## config.mk

```make
export PLATFORM = sky130hd
export DESIGN_NAME = pipe_stage_elastic_flat
export DESIGN_NICKNAME = d
export VERILOG_FILES = /design/src/rtl/pipe_pkg.sv /design/src/rtl/pipe_stage_elastic_if.sv /design/src/rtl/pipe_entry_reg.sv /design/src/rtl/pipe_stage_elastic.sv /design/src/flat_wrapper.sv
export SDC_FILE = /design/constraint.sdc
export NUM_CORES = 1
export LEC_CHECK = 0
export BUFFER_PORTS_ARGS = -buffer_cell sky130_fd_sc_hd__buf_2
export CORE_MARGIN = 2
export CORE_UTILIZATION = 56
export DETAILED_ROUTE_END_ITERATION = 6
export PLACE_DENSITY_LB_ADDON = 0.2
export RECOVER_POWER = 100
export SYNTH_ARGS = -nofsm -noshare
export SYNTH_HDL_FRONTEND = slang
export SYNTH_HIERARCHICAL = 1
export SYNTH_SLANG_ARGS = --single-unit
```

## constraint.sdc

```tcl
create_clock -name clk_i -period 43.6 [get_ports clk_i]
set_input_delay 2.18 -clock clk_i [delete_from_list [all_inputs] [get_ports clk_i]]
set_output_delay 2.18 -clock clk_i [all_outputs]
set_load 0.03 [all_outputs]
```

## src/rtl/pipe_pkg.sv

```systemverilog
// rtl/pipe_pkg.sv - shared widths, control-bit positions and NOP encoding for pipeline stage registers
package pipe_pkg;

  // Per-boundary bundle widths
  localparam int IFID_CTRL_W  = 4;
  localparam int IFID_DATA_W  = 64;   // pc + instruction
  localparam int IDEX_CTRL_W  = 8;
  localparam int IDEX_DATA_W  = 128;  // operands, immediate, register indices, funct
  localparam int EXMEM_CTRL_W = 4;
  localparam int EXMEM_DATA_W = 112;  // alu result, store data, rd, pc+4
  localparam int MEMWB_CTRL_W = 2;
  localparam int MEMWB_DATA_W = 72;   // write-back value, rd, pc+4

  // ID/EX control-bundle bit positions
  localparam int CTRL_REG_WRITE  = 0;
  localparam int CTRL_MEM_RD     = 1;
  localparam int CTRL_MEM_WR     = 2;
  localparam int CTRL_MEM_TO_REG = 3;
  localparam int CTRL_ALU_SRC    = 4;
  localparam int CTRL_BRANCH     = 5;
  localparam int CTRL_ALU_OP_LSB = 6;
  localparam int CTRL_ALU_OP_W   = 2;

  // All-zero control is a NOP: nothing writes, nothing touches memory
  localparam logic [IDEX_CTRL_W-1:0] CTRL_NOP = '0;

endpackage

```

## src/rtl/pipe_stage_elastic_if.sv

```systemverilog
// rtl/pipe_stage_elastic_if.sv - handshake and bundle signals of one elastic stage boundary
interface pipe_stage_elastic_if
  import pipe_pkg::*;
#(
  parameter int CTRL_W = IDEX_CTRL_W,
  parameter int DATA_W = IDEX_DATA_W
);
  logic              flush_i;
  logic              in_valid_i;
  logic              in_ready_o;
  logic [CTRL_W-1:0] in_ctrl_i;
  logic [DATA_W-1:0] in_data_i;
  logic              out_valid_o;
  logic              out_ready_i;
  logic [CTRL_W-1:0] out_ctrl_o;
  logic [DATA_W-1:0] out_data_o;
  logic [1:0]        occupancy_o;

  // Stage side
  modport slave (
    input  flush_i, in_valid_i, in_ctrl_i, in_data_i, out_ready_i,
    output in_ready_o, out_valid_o, out_ctrl_o, out_data_o, occupancy_o
  );

  // Surrounding pipeline side
  modport master (
    output flush_i, in_valid_i, in_ctrl_i, in_data_i, out_ready_i,
    input  in_ready_o, out_valid_o, out_ctrl_o, out_data_o, occupancy_o
  );
endinterface

```

## src/rtl/pipe_entry_reg.sv

```systemverilog
// rtl/pipe_entry_reg.sv - one valid+ctrl+data entry with load and clear
module pipe_entry_reg
  import pipe_pkg::*;
#(
  parameter int                CTRL_W   = IDEX_CTRL_W,
  parameter int                DATA_W   = IDEX_DATA_W,
  parameter logic [CTRL_W-1:0] CTRL_RST = {CTRL_W{1'b0}}
) (
  input  logic              clk_i,
  input  logic              rst_i,
  input  logic              load_i,
  input  logic              clear_i,
  input  logic [CTRL_W-1:0] ctrl_d_i,
  input  logic [DATA_W-1:0] data_d_i,
  output logic              v_o,
  output logic [CTRL_W-1:0] ctrl_o,
  output logic [DATA_W-1:0] data_o
);
  logic              v_q;
  logic [CTRL_W-1:0] ctrl_q;
  logic [DATA_W-1:0] data_q;

  // Valid and control: ctrl is reloaded with CTRL_RST on clear so an empty entry reads as a NOP
  always_ff @(posedge clk_i or posedge rst_i) begin
    if (rst_i) begin
      v_q    <= 1'b0;
      ctrl_q <= CTRL_RST;
    end else if (clear_i) begin
      v_q    <= 1'b0;
      ctrl_q <= CTRL_RST;
    end else if (load_i) begin
      v_q    <= 1'b1;
      ctrl_q <= ctrl_d_i;
    end
  end

  // Payload is only captured, never reset or cleared
  always_ff @(posedge clk_i) begin
    if (load_i) data_q <= data_d_i;
  end

  assign v_o    = v_q;
  assign ctrl_o = ctrl_q;
  assign data_o = data_q;
endmodule

```

## src/rtl/pipe_stage_elastic.sv

```systemverilog
// rtl/pipe_stage_elastic.sv - elastic pipeline stage register with 2-entry skid buffer and flush
module pipe_stage_elastic
  import pipe_pkg::*;
#(
  parameter int                CTRL_W   = IDEX_CTRL_W,
  parameter int                DATA_W   = IDEX_DATA_W,
  parameter logic [CTRL_W-1:0] CTRL_RST = {CTRL_W{1'b0}}
) (
  input  logic                 clk_i,
  input  logic                 rst_i,
  pipe_stage_elastic_if.slave  bus
);
  logic              m_v, s_v;
  logic [CTRL_W-1:0] m_ctrl, s_ctrl, m_ctrl_d;
  logic [DATA_W-1:0] m_data, s_data, m_data_d;
  logic              m_load, m_clear, s_load, s_clear, m_from_skid;
  logic              accept, emit;

  // in_ready comes straight from the skid valid flop, never from out_ready
  assign accept = bus.in_valid_i & ~s_v;
  assign emit   = m_v & bus.out_ready_i;

  // Entry control: flush first, then fill main, overflow into skid, drain skid into main
  always_comb begin
    m_load      = 1'b0;
    m_clear     = 1'b0;
    s_load      = 1'b0;
    s_clear     = 1'b0;
    m_from_skid = 1'b0;
    if (bus.flush_i) begin
      m_clear = 1'b1;
      s_clear = 1'b1;
    end else if (!m_v) begin
      m_load = accept;
    end else if (!s_v) begin
      if (accept && emit)  m_load  = 1'b1;
      else if (accept)     s_load  = 1'b1;
      else if (emit)       m_clear = 1'b1;
    end else if (emit) begin
      m_load      = 1'b1;
      m_from_skid = 1'b1;
      s_clear     = 1'b1;
    end
  end

  // Main entry reloads either from upstream or from the skid entry
  always_comb begin
    m_ctrl_d = m_from_skid ? s_ctrl : bus.in_ctrl_i;
    m_data_d = m_from_skid ? s_data : bus.in_data_i;
  end

  pipe_entry_reg #(.CTRL_W(CTRL_W), .DATA_W(DATA_W), .CTRL_RST(CTRL_RST)) u_main (
    .clk_i    (clk_i),
    .rst_i    (rst_i),
    .load_i   (m_load),
    .clear_i  (m_clear),
    .ctrl_d_i (m_ctrl_d),
    .data_d_i (m_data_d),
    .v_o      (m_v),
    .ctrl_o   (m_ctrl),
    .data_o   (m_data)
  );

  pipe_entry_reg #(.CTRL_W(CTRL_W), .DATA_W(DATA_W), .CTRL_RST(CTRL_RST)) u_skid (
    .clk_i    (clk_i),
    .rst_i    (rst_i),
    .load_i   (s_load),
    .clear_i  (s_clear),
    .ctrl_d_i (bus.in_ctrl_i),
    .data_d_i (bus.in_data_i),
    .v_o      (s_v),
    .ctrl_o   (s_ctrl),
    .data_o   (s_data)
  );

  assign bus.in_ready_o  = ~s_v;
  assign bus.out_valid_o = m_v;
  assign bus.out_ctrl_o  = m_ctrl;
  assign bus.out_data_o  = m_data;
  assign bus.occupancy_o = {1'b0, m_v} + {1'b0, s_v};

  // The skid entry may only be occupied behind a valid main entry
  a_skid_implies_main: assert property (@(posedge clk_i) disable iff (rst_i) s_v |-> m_v);
endmodule
```

## src/flat_wrapper.sv

```systemverilog
// flat-port wrapper written by rule: the top's interface ports become plain ports
module pipe_stage_elastic_flat import pipe_pkg::*;
#(
  parameter int                CTRL_W   = IDEX_CTRL_W,
  parameter int                DATA_W   = IDEX_DATA_W,
  parameter logic [CTRL_W-1:0] CTRL_RST = {CTRL_W{1'b0}}
)
  (clk_i, rst_i, bus_flush_i, bus_in_valid_i, bus_in_ctrl_i, bus_in_data_i, bus_out_ready_i, bus_in_ready_o, bus_out_valid_o, bus_out_ctrl_o, bus_out_data_o, bus_occupancy_o);
  pipe_stage_elastic_if #(.CTRL_W(CTRL_W), .DATA_W(DATA_W)) bus_i ();
  input  logic clk_i;
  input  logic rst_i;
  input wire logic [$bits(bus_i.flush_i)-1:0] bus_flush_i;
  input wire logic [$bits(bus_i.in_valid_i)-1:0] bus_in_valid_i;
  input wire logic [$bits(bus_i.in_ctrl_i)-1:0] bus_in_ctrl_i;
  input wire logic [$bits(bus_i.in_data_i)-1:0] bus_in_data_i;
  input wire logic [$bits(bus_i.out_ready_i)-1:0] bus_out_ready_i;
  output wire logic [$bits(bus_i.in_ready_o)-1:0] bus_in_ready_o;
  output wire logic [$bits(bus_i.out_valid_o)-1:0] bus_out_valid_o;
  output wire logic [$bits(bus_i.out_ctrl_o)-1:0] bus_out_ctrl_o;
  output wire logic [$bits(bus_i.out_data_o)-1:0] bus_out_data_o;
  output wire logic [$bits(bus_i.occupancy_o)-1:0] bus_occupancy_o;
  assign bus_i.flush_i = bus_flush_i;
  assign bus_i.in_valid_i = bus_in_valid_i;
  assign bus_i.in_ctrl_i = bus_in_ctrl_i;
  assign bus_i.in_data_i = bus_in_data_i;
  assign bus_i.out_ready_i = bus_out_ready_i;
  assign bus_in_ready_o = bus_i.in_ready_o;
  assign bus_out_valid_o = bus_i.out_valid_o;
  assign bus_out_ctrl_o = bus_i.out_ctrl_o;
  assign bus_out_data_o = bus_i.out_data_o;
  assign bus_occupancy_o = bus_i.occupancy_o;
  pipe_stage_elastic #(.CTRL_W(CTRL_W), .DATA_W(DATA_W), .CTRL_RST(CTRL_RST)) u_core (.clk_i(clk_i), .rst_i(rst_i), .bus(bus_i));
endmodule
```

==> summary.txt <==
run status = finished with violations
failing checks = max-capacitance violations, max-slew violations
Relative slew margins = -1.76
final net count = 915
DP HPWL = 13600 um
Worst path slowest cell = clkbuf_1
ratio of cells with drive above 1 in the final layout = 0.230
Worst-Margin Slew = 4.14 ns
critical path class = input pin to flop
leakage power = 0.00417 uW
Buf/Inv on CP = 2
CTS buffer count = 27
footprint of the multi-input gates = 1840 um2
area leader, netlist = edfxtp_1
RSZ-0062 raised after global routing = false
Inserted Diodes = 0
Gate Count Post-Synth = 478
Top cell by count, worst path = clkbuf_1
CP top delay family = buffers and inverters
Sum Neg Setup Slack = 0 ns
Post-DRT Antenna Nets = 0
number of library cell types mapped by synthesis = 16
vias in the first global route = 5714
die area = 19400 um2
CTS resizes = 0
maximum vdd drop = 0.0000356 V
slowest stage delay, CP = 2.95 ns
H-Tree Level Count = 1
fmax = 0.127 GHz
Clock Sinks = 274
Die Wd = 139 um
Worst Hold Class = flop to flop
Final setup viols = 0
FF+latch count, synth = 274
Layout Cells excl Fill = 1020
root buf cell = clkbuf_16
GP Congestion = 0.791
Tcrit/Tclk final = 0.180
final hold vios = 0
Syn-to-layout area delta = 19.0%
Starting Density = 0.572
fin. max-slew vios = 401
Worst Setup Start Kind = input pin
FF/Latch Area = 8140 um2
Via Count = 5469
Max-Cap Viols = 6
clock buffer depth = 3
top-area cell type share of the netlist area = 0.748
first-pass GRT wire length = 31500 um
PD cells = 45.3 nW/um2
DRT Pass-1 Iters = 4
DR iter-0 viols = 299
Cells after DPL = 973
DRC viols = 0
Ys Warns = 6
Die Y = 139 um
WL final = 20700 um
worst skew pair latency = 0.52 ns
post-CTS setup buffers = 0
Req. time, crit path = 44.04 ns
cts hold-fix bufs = 0
top post-synthesis cells by area = edfxtp_1 75%, mux2_2 11%, mux2_4 5.8%
total gr overflow = 0
All-Layer GR Usage = 0.207
part of the Yosys area used for sequential elements = 0.792
wire per inst = 20.3 um
Worst Path Arrival = 8.29 ns
Clock transition at path regs = 0.06 ns
critical-path cell list = clkbuf_1, nor2b_1, and3_1, clkbuf_1, mux2i_1, nor2_1
Post-Syn Area = 10300 um2
row count = 49
largest net degree at the start of global routing = 75
initial antenna violation count = 1
crit path max fanout = 72
Core Region = 18000 um2
fill count = 1332
clk_skew = 0.00519 ns
Setup crit end kind = flop
CTS tree = done
average size of a mapped cell = 21.5 um2
vias per cell = 5.36
Ports = 281
Port Buffers = 280
Final min period = 7.85 ns
Mapped Nets = 620
## layout by cell type, fill, tap and decap left out, types with 8 or more instances in the layout
cell type  Yosys  final
clkbuf_1       2    240
dfrtp_1       18     18
mux2i_1       16     16
clkinv_1       0      8
mux2_2        96     95
nor2_1        22     22
buf_2         10     48
clkbuf_16      0     27
edfxtp_1     256    256
mux2_1         0     40
## worst paths after layout
path / from / end / depth (start not counted) / slack, ns
setup / recovery: bus_out_ready_i / u_core/u_skid/ctrl_o[3]$_DFFE_PP0P_ / 6 / 35.75
hold / removal: u_core/u_main/ctrl_o[2]$_DFFE_PP0P_ / u_core/u_main/ctrl_o[2]$_DFFE_PP0P_ / 2 / 0.53
setup reg to reg: u_core/u_main/v_o$_DFFE_PP0P_ / u_core/u_skid/ctrl_o[3]$_DFFE_PP0P_ / 5 / 37.02
hold reg to reg: u_core/u_main/ctrl_o[2]$_DFFE_PP0P_ / u_core/u_main/ctrl_o[2]$_DFFE_PP0P_ / 2 / 0.53
max in group asynchronous: rst_i / u_core/u_skid/ctrl_o[7]$_DFFE_PP0P_ / 2 / 41.69
min in group asynchronous: rst_i / u_core/u_main/ctrl_o[2]$_DFFE_PP0P_ / 2 / 1.64
## per-stage QoR
stage | worst slack (ns) | hold WS [ns] | instance area [um2] | utilization | power (uW)
2_1_floorplan | 19.79 | 0.482 | 10300 | - | 334
3_5_place_dp | 38.82 | 0.513 | 11900 | 0.661 | 346
3_3_place_gp | 38.95 | 0.500 | 11900 | 0.661 | 344
5_1_grt | 35.06 | 0.544 | 12200 | 0.680 | 572
6_report | 35.75 | 0.528 | 12200 | 0.680 | 554
4_1_cts | 39.40 | 0.528 | 12700 | 0.706 | 562
## power by group
group	switching, uW	internal [uW]
combinational	25.9	11.0
clock	92.2	124
sequential	2.43	298
## layer usage
layer / track usage / wire [um] / part of all wire / vias up
met5: 0 / 12 / 0.00058 / -
met4: 0.0851 / 791 / 0.038 / 2
met3: 0.0458 / 1560 / 0.075 / 55
met2: 0.346 / 10300 / 0.50 / 246
met1: 0.265 / 7990 / 0.39 / 2706
li1: - / - / - / 2460
## final cells by class
| type | count | area share |
|---|---|---|
| flip-flops and latches | 274 | 0.666 |
| multi-input cells | 181 | 0.150 |
| repair buffers | 285 | 0.0924 |
| clock buffers | 30 | 0.0562 |
| well taps | 229 | 0.0234 |
| clock inverters | 17 | 0.0104 |
| inverters | 4 | 0.00123 |
## cells in the mapped netlist
cell type  count
inv_1          4
a31o_2         2
and3_1         1
mux2i_1       16
edfxtp_1     256
nor2_1        22
a2111oi_0      1
buf_6          7
mux2_4        40
dfrtp_1       18
ha_1           1
buf_2         10
mux2_2        96
nand4b_1       1
clkbuf_1       2
nor2b_1        1
## registers in the layout, indices dropped and copies added (netlist names)
| signal | count |
|---|---|
| u_core/u_main/ctrl_o | 8 |
| u_core/u_main/data_o | 128 |
| u_core/u_skid/ctrl_o | 8 |
| u_core/u_skid/v_o | 1 |
| u_core/u_main/v_o | 1 |
| u_core/u_skid/data_o | 128 |
## cells by family after synthesis
family | count (synthesis) | share of synthesized area
buf+inv | 23 | 0.0147
simple gates | 25 | 0.0101
flops | 274 | 0.792
mux | 152 | 0.179
fa+ha+maj | 1 | 0.00122
compound gates | 3 | 0.00256
## worst register-to-register path, stage by stage (launching register included)
cell and delay [ns]:
dfrtp_1 0.47, nor2b_1 0.19, and3_1 2.18, clkbuf_1 3.02, mux2i_1 0.45, nor2_1 0.21
Power figures use the tool's default switching activity.
